[src/rtl/stage_wr.sv]
// stage_wr -- write-back stage of the 5-stage pipelined CPU.
//
// Holds the MEM/WR pipeline register and selects the value written back
// (ALU result or load data). Feeds the decode-stage register file through
// WR_RegWE / WR_Rw / WR_RegDin and counts retired instructions.
//
// Optional feature macro: WR_BYPASS_EN
//   When defined, a one-cycle hold register republishes each committed
//   write on Byp_valid / Byp_Rw / Byp_Data for the decode-stage forwarding path.
//
// Ports:
//   Clk, Reset       clock, synchronous active-high reset
//   MEMin_*          MEM-stage outputs captured into the WR register
//   Stall            hold the WR register (the entry may not write twice)
//   Flush            replace the WR entry with a bubble (wins over Stall)
//   WR_RegWE/Rw/RegDin  register-file write port
//   WR_valid         WR register holds a real instruction
//   WR_RetireCnt     retired-instruction counter, wraps silently
//   Byp_*            forwarding hold register (WR_BYPASS_EN only)
module stage_wr #(
    parameter int unsigned DATA_W     = 32,
    parameter int unsigned CNT_W      = 32,
    parameter bit          ZERO_GUARD = 1'b1
) (
    input  logic              Clk,
    input  logic              Reset,
    input  logic              MEMin_valid,
    input  logic              MEMin_RegWr,
    input  logic              MEMin_MemtoReg,
    input  logic [4:0]        MEMin_Rw,
    input  logic [DATA_W-1:0] MEMin_ALUout,
    input  logic [DATA_W-1:0] MEMin_Dout,
    input  logic              Stall,
    input  logic              Flush,
    output logic              WR_RegWE,
    output logic [4:0]        WR_Rw,
    output logic [DATA_W-1:0] WR_RegDin,
    output logic              WR_valid,
`ifdef WR_BYPASS_EN
    output logic              Byp_valid,
    output logic [4:0]        Byp_Rw,
    output logic [DATA_W-1:0] Byp_Data,
`endif
    output logic [CNT_W-1:0]  WR_RetireCnt
);

    logic              r_valid;
    logic              r_fresh;
    logic              r_regwr;
    logic              r_memtoreg;
    logic [4:0]        r_rw;
    logic [DATA_W-1:0] r_aluout;
    logic [DATA_W-1:0] r_dout;
    logic [CNT_W-1:0]  r_cnt;
    logic              w_rw_ok;

    // MEM/WR pipeline register: Reset > Flush > Stall > load.
    always_ff @(posedge Clk) begin
        if (Reset) begin
            r_valid    <= 1'b0;
            r_fresh    <= 1'b0;
            r_regwr    <= 1'b0;
            r_memtoreg <= 1'b0;
            r_rw       <= '0;
            r_aluout   <= '0;
            r_dout     <= '0;
        end else if (Flush) begin
            r_valid    <= 1'b0;
            r_fresh    <= 1'b0;
            r_regwr    <= 1'b0;
            r_memtoreg <= 1'b0;
            r_rw       <= '0;
            r_aluout   <= '0;
            r_dout     <= '0;
        end else if (Stall) begin
            // Clearing fresh makes a stalled entry write exactly once.
            r_fresh    <= 1'b0;
        end else begin
            r_valid    <= MEMin_valid;
            r_fresh    <= MEMin_valid;
            r_regwr    <= MEMin_RegWr;
            r_memtoreg <= MEMin_MemtoReg;
            r_rw       <= MEMin_Rw;
            r_aluout   <= MEMin_ALUout;
            r_dout     <= MEMin_Dout;
        end
    end

    // Counts only real instructions accepted on a load edge.
    always_ff @(posedge Clk) begin
        if (Reset) begin
            r_cnt <= '0;
        end else if (!Flush && !Stall && MEMin_valid) begin
            r_cnt <= r_cnt + 1'b1;
        end
    end

    always_comb begin
        w_rw_ok   = ZERO_GUARD ? (r_rw != 5'd0) : 1'b1;
        WR_RegWE  = r_valid & r_fresh & r_regwr & w_rw_ok;
        WR_Rw     = r_rw;
        WR_RegDin = r_memtoreg ? r_dout : r_aluout;
        WR_valid  = r_valid;
        WR_RetireCnt = r_cnt;
    end

`ifdef WR_BYPASS_EN
    logic              r_byp_valid;
    logic [4:0]        r_byp_rw;
    logic [DATA_W-1:0] r_byp_data;

    // Republishes the committed write for the cycle after commit, since the
    // register file only updates on the edge that ends the write cycle.
    // Flush deliberately does not touch this register.
    always_ff @(posedge Clk) begin
        if (Reset) begin
            r_byp_valid <= 1'b0;
            r_byp_rw    <= '0;
            r_byp_data  <= '0;
        end else if (WR_RegWE) begin
            r_byp_valid <= 1'b1;
            r_byp_rw    <= WR_Rw;
            r_byp_data  <= WR_RegDin;
        end else begin
            r_byp_valid <= 1'b0;
        end
    end

    always_comb begin
        Byp_valid = r_byp_valid;
        Byp_Rw    = r_byp_rw;
        Byp_Data  = r_byp_data;
    end
`endif

endmodule

[config.mk]
export PLATFORM = sky130hd
export DESIGN_NAME = stage_wr
export DESIGN_NICKNAME = d
export VERILOG_FILES = /design/src/rtl/stage_wr.sv
export SDC_FILE = /design/constraint.sdc
export NUM_CORES = 1
export LEC_CHECK = 0
export ABC_AREA = 1
export BUFFER_PORTS_ARGS = -buffer_cell sky130_fd_sc_hd__buf_2
export CORE_ASPECT_RATIO = 1.2
export CORE_UTILIZATION = 46
export DETAILED_ROUTE_END_ITERATION = 8
export MAX_ROUTING_LAYER = met4
export PLACE_DENSITY_LB_ADDON = 0.1
export SYNTH_ARGS = -nofsm -noshare
export SYNTH_HDL_FRONTEND = slang
export SYNTH_SLANG_ARGS = --single-unit
[constraint.sdc]
create_clock -name Clk -period 1.33 [get_ports Clk]
set_input_delay 0.1995 -clock Clk [delete_from_list [all_inputs] [get_ports Clk]]
set_output_delay 0.1995 -clock Clk [all_outputs]
set_load 0.02 [all_outputs]
## Word-level counts from Yosys, hierarchy flattened

Index checks and enable logic that the tools add are counted.
W data, S select, Z words.

| cells by class | value |
|---|---|
| reduce and logical (&&, ||, !) cells | 7 |
| mux-type cells | 1 |
| bitwise gates (word level) | 3 |
| add/sub/neg operators | 1 |

Operator list:

| cell | count |
|---|---|
| $add A32 B1 Y32 const B | 1 |
| $mux W32 | 1 |
| $reduce_bool A5 Y1 | 1 |
| $and A1 B1 Y1 | 3 |
| $reduce_or A3 Y1 | 1 |
| $logic_and A1 B1 Y1 | 2 |
| $logic_not A1 Y1 | 2 |
| $reduce_or A2 Y1 | 1 |

| storage, ports and cells | value |
|---|---|
| output and inout port bits | 71 |
| flip-flop bits (word level) | 105 |
| input bits | 76 |
| word-level logic and storage cells | 20 |

## Depth between registers and ports, before layout

| depth | value |
|---|---|
| word-level depth | 3 |
| depth in mapped cells | 10 |
| depth with buffers taken out | 9 |

## Worst setup path after synthesis

Ideal clock, no wire load.

| timing | value |
|---|---|
| path kind | reg-to-reg |
| start | register r_cnt[1], in the netlist WR_RetireCnt[1] |
| end | register r_cnt[16], in the netlist WR_RetireCnt[16] |
| buffers on the path | 0 |
| stages on the path, launching flop included | 9 |
| path slack | -0.191 ns |
| arrival | 1.405 ns |
| required time | 1.214 ns |
| period minus slack after synthesis | 1.521 ns |
| library setup time | 0.116 ns |
| cell sequence | dfxtp_1 -> ha_1 -> inv_1 -> nor2_2 -> nand3_2 -> nor2_2 -> nand2_1 -> o21ai_0 -> nor2_1 |

| between the ends | value |
|---|---|
| word-level cells in the longest chain between the ends | 1 |

RTL lines:

| item | line | RTL |
|---|---|---|
| from (decl) | 54 | `logic [CNT_W-1:0] r_cnt;` |
| from (signal assigned) | 94 | `r_cnt <= r_cnt + 1'b1;` |
| $add A32 B1 Y32 | 94 |  |

No other way between the ends.
A chain may end at the register's enable or synchronous reset.

## Worst setup path after layout

| timing | value |
|---|---|
| start | register r_memtoreg |
| end | output WR_RegDin[13] |

| between the ends | value |
|---|---|
| word-level cells in the longest chain between the ends | 1 |

RTL lines:

| item | line | RTL |
|---|---|---|
| from (decl) | 50 | `logic r_memtoreg;` |
| from (signal assigned) | 82 | `r_memtoreg <= MEMin_MemtoReg;` |
| $mux W32 | 102 | `WR_RegDin = r_memtoreg ? r_dout : r_aluout;` |
| to (decl) | 37 | `output logic [DATA_W-1:0] WR_RegDin,` |

No other way between the ends.

==> impl_results.md <==
- Combinational Power Share: 10.8%
- Fin nets: 906
- # H-tree levels: 3
- Die width: 93.7 um
- WP data arrival: 1.30 ns
- Switching power: 1.56 mW
- DRC: 0
- Clk buf depth: 2
- First-pass GRT wire length: 20500 um
- CP Launch Type: flop
- CTS Root Cell: clkbuf_16
- R2R Setup Slk: -0.09 ns
- Port buffer count: 146
- Total grt overflow: 0
- CP Capture Type: primary output
- Num ports: 147
- Synth unique cells: 28
- Design Area, Final: 6580 um^2
- Most used routing layer: met2
- Tcrit/Tclk final: 113%
- Largest net degree at the start of global routing: 105
- Tmin final: 1.50 ns
- Worst path bufs/invs: 2
- Post-synthesis sequential area ratio: 45.3%
- Core ar.: 9660 um^2
- Placer's final routability congestion estimate: 0.922
- WP data required: 1.13 ns
- Initial antenna violation count: 2
- CTS sink cnt: 105
- Std cell rows: 39
- DPL Wire Length: 8560 um
- Crit-path slowest cell: dfxtp_4
- Crit path kind: reg -> out
- Hold_buf cts: 0
- VDD IR max: 0.000590 V
- Share of cells above drive strength 1: 36.5%
- GRT Total Usage: 25.4%
- Drt pass-1 iters: 4
- Clock power frac: 38.0%
- Rel. slew slack: 72.3%
- Placed instance area: 5670 um^2
- RSZ-0062 raised after global routing: true
- Worst slew pin tran: 0.416 ns
- Gate Count Post-Synth: 665
- Final setup margin: -0.172 ns
- Routed WL: 13600 um
- Lkg Pwr: 2.83 nW
- Setup Skew: 0.00755 ns
- Syn_nets: 742
- Area growth syn-to-layout: 41.8%
- Max-cap violations: 0
- Max-slew violations: 0
- Power per Cell Area: 967 nW/um^2
- Non-filler cells, final: 957
- Inst Count DP: 928
- Overall Power: 6.36 mW
- GR Layer Usage met1: 29.8%
- Failing checks: setup timing
- Clk slew on worst S/H paths: 0.07 ns
- Cts bufs inserted: 9
- Global-route met3 utilization: 5.96%
- Vias in the first global route: 4459
- Fill count: 823
- Pint: 4.80 mW
- Clk_lat worst skew: 0.34 ns
- FF+latch count, synth: 105
- Grt met2 use: 42.2%
- Yosys warning total: 0
- Synth Cell Area: 4640 um^2
- Status: finished, violations left
- CP max stage delay: 0.45 ns
- Worst path cell trace: clkbuf_16, nand2_2, o21ai_1, buf_4
- Final setup violation count: 43
- Final ANT Viol Nets: 0
- Initial Utilization: 48.1%
- Hold WC Path Type: in -> reg
- Die Y-Extent: 112 um
- Largest delay share family, worst path: flip-flops
- Via count: 4898
- Wire length per cell: 14.2 um
- Synthesized area per cell: 6.98 um^2
- Via density: 5.12
- Post-Route Utilization: 68.1%
- Final hold viol count: 0
- Pre-CTS setup slack: -0.140 ns
- CTS tree: done
- Critical Path Fanout Max: 8
- Initial drt markers: 172
- Die area: 10500 um^2
- Share of power burned in registers: 51.2%
- Switching share of power: 24.6%
- F_max: 666 MHz
-- area by class of cell --
class	instances	area, um^2	share of cell area (%)
sequential	105	2150	32.7
inverter	72	272	4.12
clock inverter	3	18.8	0.285
antenna	2	5.00	0.0760
clock buffer	11	243	3.69
timing repair buffer	186	1280	19.5
tap	123	154	2.34
multi-input combinational	455	2450	37.3
-- tightest hold or removal path, delay by kind of cell --
kind | cells | cell delay (ns)
AO/OA/AOI/OAI | 1 | 0.05
buffers and inverters | 1 | 0.10
AND/OR/NAND/NOR | 1 | 0.05
-- state kept, by name, indices dropped and copies added, names as in the netlist --
register and count:
r_dout 32, r_regwr 1, r_memtoreg 1, r_aluout 32, r_fresh 1, WR_RetireCnt 32, WR_Rw 5, WR_valid 1
-- cells in the mapped netlist --
cell type,number,area share (%)
o21bai_1,2,0.32
nor3b_2,1,0.27
inv_1,70,5.7
a31oi_1,1,0.13
o21ai_0,45,4.9
nor2_4,1,0.24
or2_1,1,0.13
buf_6,1,0.24
nor2_8,1,0.43
nand2_1,174,14
clkbuf_1,23,1.9
nand2_2,2,0.27
dfxtp_1,105,45
ha_1,1,0.27
nand3_1,23,2.5
xor2_1,2,0.38
a211oi_1,32,5.2
a21oi_1,53,5.7
nand4_1,10,1.3
nor2_2,7,0.94
buf_2,10,1.1
nor2_1,85,6.9
clkinv_2,1,0.11
inv_2,1,0.081
nand2_4,1,0.24
o21a_1,1,0.16
nor3_1,9,0.97
nand3_2,2,0.43
-- per-stage QoR --
step	setup TNS (ns)	hold WS, ns
floorplan	-0.267	0.343
global placement	-0.212	0.435
detailed placement	-1.09	0.447
CTS	-3.70	0.0868
global route	-7.59	0.0936
finish	-4.64	0.0950
-- path summary, 6_finish.rpt --
kind / cells after the start / end / start
setup / recovery: 4 / WR_RegDin[13] / r_memtoreg
hold / removal: 3 / r_memtoreg / MEMin_MemtoReg
setup reg to reg: 8 / WR_RetireCnt[16] / WR_RetireCnt[1]
hold reg to reg: 1 / WR_RetireCnt[15] / WR_RetireCnt[15]
-- cells by family (layout without fill, tap and decap cells) --
family	Yosys count	after routing	synth area share [%]
xor+xnor	2	2	0.377
compound gates	134	134	16.4
simple gates	317	318	28.7
buf+inv	106	272	9.03
flops	105	105	45.3
fa+ha+maj	1	1	0.269
other cells	0	2	0
-- timing repair --
action	4_1_cts	5_1_grt
cloned	2	3
setup buffers	6	2
setup endpoints to repair	51	57
hold endpoints to repair	0	0
gates resized for setup	83	96
pin swaps	9	26
-- power by group through the flow --
stage          registers [mW]  clock network (mW)  logic (mW)
2_1_floorplan            3.33                   0       0.343
3_3_place_gp             3.33                   0       0.584
3_5_place_dp             3.33                   0       0.596
4_1_cts                  3.26                2.45       0.656
5_1_grt                  3.26                2.60       0.753
6_report                 3.26                2.42       0.688
-- cell usage in the layout (no fill, tap or decap), drive strengths merged --
master / Yosys / routed
diode: 0 / 2
nor3: 9 / 9
ha: 1 / 1
nor3b: 1 / 1
clkbuf: 23 / 13
nor2: 94 / 95
xor2: 2 / 2
o21a: 1 / 1
nand4: 10 / 10
nand3: 25 / 25
nand2: 177 / 177
or2: 1 / 1
clkinv: 1 / 4
buf: 11 / 184
o21bai: 2 / 2
o21ai: 45 / 45
inv: 71 / 71
dfxtp: 105 / 105
a31oi: 1 / 1
a211oi: 32 / 32
a21oi: 53 / 53
-- routing by layer --
metal	wire length [um]	vias up	part of all wire, %
met5	0	-	0
li1	-	2476	-
met3	767	26	5.6
met2	7010	140	51
met4	286	0	2.1
met1	5560	2256	41
(Power assumes the default switching activity.)
